File: src/rtl/hs_pkg.sv
// Shared definitions for the clocked 4-phase handshake terminators.
package hs_pkg;

  // Consumer-side handshake FSM states.
  typedef enum logic [1:0] {
    IDLE   = 2'd0,
    VALID  = 2'd1,
    ACK_HI = 2'd2
  } hs_state_t;

  // Default synchroniser depth for request inputs crossing into clk.
  localparam int HS_SYNC_STAGES_DEF = 2;

endpackage

File: src/rtl/hs_sync.sv
// Flop-chain synchroniser for a single asynchronous level.
// STAGES must be at least 2; the output is the last stage only.
module hs_sync #(
  parameter int STAGES = 2
) (
  input  logic clk,
  input  logic reset,
  input  logic d,
  output logic q
);

  logic [STAGES-1:0] chain;

  // Shift the asynchronous input through the chain; clear on reset.
  always_ff @(posedge clk) begin
    if (reset) chain <= '0;
    else       chain <= {chain[STAGES-2:0], d};
  end

  assign q = chain[STAGES-1];

endmodule

File: src/rtl/hs4_sync_sink.sv
// Terminates a 4-phase return-to-zero request/acknowledge channel and
// presents each bundled token on a valid/ready interface.
//
//   state  | meaning
//   -------+-------------------------------------------------------
//   IDLE   | no token held; waiting for synchronised request high
//   VALID  | token captured, out_valid high, waiting for out_ready
//   ACK_HI | a_out high, waiting for synchronised request low
module hs4_sync_sink
  import hs_pkg::*;
#(
  parameter int DATA_W      = 8,
  parameter int SYNC_STAGES = HS_SYNC_STAGES_DEF,
  parameter int CNT_W       = 16
) (
  input  logic              clk,
  input  logic              reset,
  input  logic              r_in,
  input  logic [DATA_W-1:0] d_in,
  output logic              a_out,
  output logic              out_valid,
  input  logic              out_ready,
  output logic [DATA_W-1:0] out_data,
  output logic [CNT_W-1:0]  token_cnt,
  output logic              proto_err
);

  localparam logic [CNT_W-1:0] CNT_MAX = {CNT_W{1'b1}};

  logic              r_s;
  hs_state_t         state_q, state_d;
  logic              ack_entry_q;
  logic              a_out_d;
  logic              valid_d;
  logic [DATA_W-1:0] data_d;
  logic [CNT_W-1:0]  cnt_d;
  logic              err_d;

  hs_sync #(.STAGES(SYNC_STAGES)) u_req_sync (
    .clk   (clk),
    .reset (reset),
    .d     (r_in),
    .q     (r_s)
  );

  // State and registered outputs; ack_entry_q marks the first ACK_HI cycle.
  always_ff @(posedge clk) begin
    if (reset) begin
      state_q     <= IDLE;
      ack_entry_q <= 1'b0;
      a_out       <= 1'b0;
      out_valid   <= 1'b0;
      out_data    <= '0;
      token_cnt   <= '0;
      proto_err   <= 1'b0;
    end else begin
      state_q     <= state_d;
      ack_entry_q <= (state_d == ACK_HI) && (state_q != ACK_HI);
      a_out       <= a_out_d;
      out_valid   <= valid_d;
      out_data    <= data_d;
      token_cnt   <= cnt_d;
      proto_err   <= err_d;
    end
  end

  // Next-state and next-output decode.
  always_comb begin
    state_d = state_q;
    a_out_d = a_out;
    valid_d = out_valid;
    data_d  = out_data;
    cnt_d   = token_cnt;
    err_d   = proto_err;

    case (state_q)
      IDLE: begin
        a_out_d = 1'b0;
        valid_d = 1'b0;
        if (r_s) begin
          data_d  = d_in;
          valid_d = 1'b1;
          state_d = VALID;
        end
      end

      VALID: begin
        valid_d = 1'b1;
        // Request withdrawn before acknowledge: flag it, but the data is
        // already captured so the transfer still completes.
        if (!r_s) err_d = 1'b1;
        if (out_ready) begin
          valid_d = 1'b0;
          a_out_d = 1'b1;
          if (token_cnt != CNT_MAX) cnt_d = token_cnt + CNT_W'(1);
          state_d = ACK_HI;
        end
      end

      ACK_HI: begin
        a_out_d = 1'b1;
        // Request already low on entry means a_out only pulses one cycle.
        if (ack_entry_q && !r_s) err_d = 1'b1;
        if (!r_s) begin
          a_out_d = 1'b0;
          state_d = IDLE;
        end
      end

      default: begin
        a_out_d = 1'b0;
        valid_d = 1'b0;
        state_d = IDLE;
      end
    endcase
  end

endmodule

File: config.mk
export PLATFORM = sky130hd
export DESIGN_NAME = hs4_sync_sink
export DESIGN_NICKNAME = d
export VERILOG_FILES = /design/src/rtl/hs_pkg.sv /design/src/rtl/hs_sync.sv /design/src/rtl/hs4_sync_sink.sv
export SDC_FILE = /design/constraint.sdc
export NUM_CORES = 1
export LEC_CHECK = 0
export CAP_MARGIN = 10
export CORE_UTILIZATION = 43
export CTS_CLUSTER_DIAMETER = 100
export DETAILED_ROUTE_END_ITERATION = 16
export GPL_TIMING_DRIVEN = 0
export HOLD_SLACK_MARGIN = 0.02
export PLACE_DENSITY = 0.82
export REMOVE_ABC_BUFFERS = 1
export SYNTH_ARGS = -nofsm -noshare
export SYNTH_HDL_FRONTEND = slang
export SYNTH_SLANG_ARGS = --single-unit
File: constraint.sdc
create_clock -name clk -period 1.8 [get_ports clk]
set_input_delay 0.36 -clock clk [delete_from_list [all_inputs] [get_ports clk]]
set_output_delay 0.36 -clock clk [all_outputs]
set_load 0.1 [all_outputs]
* Word-level counts from Yosys, hierarchy flattened
Index checks and enable logic that the tools add are counted.
** Word-level totals
- Logic and storage cells :: 37
- Register bits after elaboration :: 32
- Output and inout bits :: 27
** Operators by class
- Reductions and logical operators :: 8
- Muxes and demuxes :: 12
- $add $sub $neg :: 1
- Equality and inequality tests :: 8
** Operator list (count)
- adder 16 x 1 -> 16 bit (second input constant) :: 1
- inequality test 16 bit (second input constant) :: 1
- inequality test 2 bit (second input constant) :: 4
- two-way mux 2 bit :: 3
- one-hot mux 2 bit (3 select lines) :: 1
- AND reduction 3 bit :: 2
- two-way mux 1 bit :: 5
- equality test 2 bit (second input constant) :: 2
- one-hot mux 1 bit (2 select lines) :: 2
- one-hot mux 1 bit (3 select lines) :: 1
- equality test 2 x 1 -> 1 bit (second input constant) :: 1
- logical AND 1 bit :: 2
- zero test 2 bit :: 1
- AND reduction 2 bit :: 1
- nonzero test 2 bit :: 1
- zero test 1 bit :: 1

* Longest topological paths before layout
- Word-level depth :: 4
- Gate-level depth with buffers :: 7
- Mapped depth without buffers :: 6

* Modules after synthesis
A second synthesis with hierarchy kept.
** Second synthesis, totals
- Cell total of the unflattened synthesis :: 170
- Area, all modules :: 1503.9 µm²
** Modules (own cells, without submodules)
- hs4_sync_sink :: sequential area each 600.6 µm², area an instance 1451.4 µm², cells each 166, instances 1
- hs_sync :: sequential area each 40.0 µm², area an instance 52.6 µm², cells each 4, instances 1

* Worst setup path after synthesis
No wires, ideal clock.
- Path kind :: reg-to-reg
- Start point :: reg token_cnt[8]
- End point :: reg token_cnt[1]
- Arrival :: 2.262 ns
- Setup slack :: -0.533 ns
- Path buffers :: 0
- Required time :: 1.729 ns
- Cell stages (with the launch flop) :: 5
- Clock period less this slack :: 2.333 ns
- Path through :: dfxtp_1 > nand4_1 > nor4_4 > o21ai_0 > a21oi_1
** On the way
- Word-level cells in the longest chain between the ends :: 2
** Ends and longest elaborated chain
- start: declaration :: line hs4_sync_sink.sv:24 : output logic [CNT_W-1:0] token_cnt,
- start signal: assignment :: line hs4_sync_sink.sv:62 : token_cnt <= cnt_d;
- inequality test 16 bit :: line hs4_sync_sink.sv:95 : if (token_cnt != CNT_MAX) cnt_d = token_cnt + CNT_W'(1);
- AND reduction 3 bit (no line)
No other way between the ends.
A chain may end at the register's enable or synchronous reset.

* Worst setup path in the final report
- Start point :: reg state_q[1]
- End point :: reg token_cnt[15]
** On the way
- Word-level cells in the longest chain between the ends :: 2
** Ends and longest elaborated chain
- start: declaration :: line hs4_sync_sink.sv:31 : hs_state_t state_q, state_d;
- start signal: assignment :: line hs4_sync_sink.sv:57 : state_q <= state_d;
- equality test 2 x 1 -> 1 bit :: line hs4_sync_sink.sv:76 : case (state_q)
- AND reduction 3 bit (no line)
No other way between the ends.

==> flow_metrics.py <==
metrics = {
    "timing": {
        "clock_skew_ns": 0.0120,
        "rsz0062_at_grt": "yes",
        "setup_tns_ns": 0,
        "setup_viol": 0,
        "layout_setup_ws_ns": 0.0277,
        "slew_violations": 0,
        "worst_pin_slew_ns": 1.13,
        "hold_violations": 0,
        "fmax_ghz": 0.564,
        "post-route-period-util_pct": 98.5,
        "period_needed_ns": 1.77,
        "max_slew_margin_pct": 24.9,
    },
    "power_and_ir_drop": {
        "power_frac_clock_pct": 39.9,
        "p_comb_share_pct": 11.8,
        "power_switching_uw": 370,
        "p_leak_uw": 0.000737,
        "seq_power_share_pct": 48.3,
        "p_int_uw": 1150,
        "p_per_area_nw_per_um2": 711,
        "power_uw": 1520,
        "switching_share_pct": 24.4,
        "ir_drop_v": 0.000424,
    },
    "grt": {
        "gr-total-overflow": 0,
        "grt_pass1_vias": 1182,
        "antenna_found_initial": 0,
        "grt_pass1_wl_mm": 5.15,
        "grt_usage_pct": 18.8,
        "grt_max_degree": 32,
    },
    "cts": {
        "clock-sinks": 32,
        "cts_buffers": 5,
        "cts_tree": "yes",
        "ctsHtreeMaxLevel": 2,
        "cts_buffer_depth": 2,
        "ctsHoldBuffers": 0,
        "clk_latency_ns": 0.33,
        "cts.clk_slew.worst_paths_ns": 0.10,
        "clockRootBuffer": "clkbuf_4",
    },
    "worst_setup_path": {
        "crit_fanout": 8,
        "startpoint": "state_q[1]",
        "endpoint_kind": "flop",
        "reg2reg_slack_ns": 0.03,
        "cpMaxStageDelayCell": "or4_4",
        "path_cells": "inv_4, ha_4, and4_4, nand4_4, or4_4, a21oi_1",
        "crit_type": "reg2reg",
        "worstReg2RegEnd": "token_cnt[15]",
        "crit_arrival_ns": 2.03,
        "reg2reg_from": "state_q[1]",
        "slowest_delay_ns": 0.50,
        "ff2ff_path_depth": 6,
        "required_ns": 2.05,
        "start_kind": "flop",
    },
    "routing": {
        "drcViolationCount": 0,
        "antenna_left": 0,
        "drt_iter0_markers": 129,
        "wirelength_mm": 3.32,
        "via_per_inst": 5.40,
        "dr.pass1.iters": 4,
        "vias": 1405,
        "wire_per_inst_um": 12.8,
    },
    "yosys": {
        "yosysMostFrequentCell": "dfxtp_1",
        "netlist.area_leader.share_pct": 42.9,
        "synth_enable_flop_cells": 0,
        "seq_area_frac_synth_pct": 42.9,
        "yosys_warnings": 0,
        "async_reset_ff_share_pct": 0,
        "syn_area_um2": 1490,
        "netlist_top_cells_count": "dfxtp_1 (32), a21oi_1 (29), nand2_1 (17)",
        "ys_seq_elements": 32,
        "synth.largest_area_cell": "dfxtp_1",
        "synth_cell_type_count": 33,
        "ys.flop_type": "dfxtp_1",
        "synthTopCellsByArea": "dfxtp_1 (43%), a21oi_1 (9.7%), ha_1 (5.9%), nand2_1 (4.3%), o31ai_1 (3.5%)",
        "synth_area_per_cell_um2": 8.84,
        "synthCells": 169,
    },
    "placement": {
        "io_buffers": 38,
        "pre_cts_ws_ns": -0.553,
        "dp_hpwl_mm": 2.22,
        "gp_congestion": 0.714,
    },
    "worst_hold_path": {
        "min_to": "u_req_sync.chain[1]",
        "holdCritPathClass": "reg2reg",
        "hp-start": "u_req_sync.chain[0]",
        "holdPathStages": 1,
    },
    "run": {
        "cap_violations": 0,
    },
    "finish": {
        "area_growth_pct": 42.9,
        "nNetsFinal": 232,
        "num_antenna_cells": 0,
        "fillers": 308,
        "drive_gt1_share_pct": 29.4,
    },
    "floorplan": {
        "die-area_um2": 3710,
        "io_pins": 39,
        "core-area_um2": 3340,
        "dieHeight_um": 60.9,
        "start_util_pct": 44.8,
        "core.rowCount": 21,
        "die_w_um": 60.9,
    },
    "status": {
        "outcome": "completed",
    },
}
## stage by stage
step | util (%) | cell area (µm²) | instances | hold slack [ns]
final | 64.0 | 2130 | 260 | 0.449
after global routing | 64.0 | 2130 | 260 | 0.468
after CTS | 62.1 | 2070 | 256 | 0.456
after detailed placement | 57.3 | 1910 | 248 | 0.435
after global placement | 57.3 | 1910 | 248 | 0.418
after floorplan | - | 1470 | 164 | 0.414
## layout by cell type (no fill, tap or decap), drive strengths merged, types with 5 or more instances in the layout
cell type	instances
dfxtp	32
a21oi	29
clkdlybuf4s15	27
nand2	17
nand3	10
clkdlybuf4s50	9
o21ai	7
or3	7
nor2	7
nand4	7
o31ai	7
clkbuf	7
ha	7
or4	6
inv	5
## worst max-delay path by stage
stage	end	slack, ns
after CTS	token_cnt[11]	-0.01
after global routing	token_cnt[15]	-0.06
after global placement	ack_entry_q	-0.52
after detailed placement	ack_entry_q	-0.55
final	token_cnt[15]	0.03
after floorplan	token_cnt[1]	-0.53
## layout make-up
type | count | area [µm²] | area share (%)
Tap cell | 46 | 57.6 | 2.70
Multi-Input combinational cell | 127 | 863 | 40.4
Sequential cell | 32 | 652 | 30.5
Clock buffer | 7 | 65.1 | 3.05
Timing Repair Buffer | 42 | 445 | 20.9
Inverter | 5 | 21.3 | 0.996
Clock inverter | 1 | 30.0 | 1.41
## routing by layer
layer	GRT usage [%]	share of wire, %	vias to the layer above
met2	29.5	46	40
met3	4.05	4.5	7
met5	0	0	-
met1	24.1	48	647
met4	10.1	1.6	0
li1	-	-	711
## power by group through the flow
stage	sequential, µW	clock [µW]	combinational, µW
final	733	606	179
after global routing	736	658	192
after global placement	750	0	177
after CTS	736	621	178
after detailed placement	751	0	179
after floorplan	818	0	45.5
## state kept, by name, summed over array words and instances, names as in the netlist
signal,flops
token_cnt,16
out_data,8
state_q,2
u_req_sync.chain,2
a_out,1
ack_entry_q,1
out_valid,1
proto_err,1
## logic make-up after synthesis
| family | share of synthesized area, % |
|---|---|
| adders and majority gates | 5.86 |
| xor gates and xnor gates | 1.17 |
| DFF | 42.9 |
| and+or+nand+nor | 27.0 |
| AOI/OAI and AO/OA | 19.0 |
| muxes | 1.51 |
| buffers and inverters | 2.60 |
## repair_timing
| item | 4_1_cts | 5_1_grt |
|---|---|---|
| setup buffers | 0 | 4 |
| endpoints found under the setup margin | 38 | 20 |
| pin swaps | 0 | 7 |
| gates resized for setup | 91 | 13 |
## critical path, delay by kind of cell (launching register included)
kind | cells | cell delay [ns]
adders and majority gates | 1 | 0.15
DFF | 1 | 0.38
and+or+nand+nor | 3 | 0.94
buffers and inverters | 1 | 0.07
AOI/OAI and AO/OA | 1 | 0.16
Power figures use the tool's default switching activity.
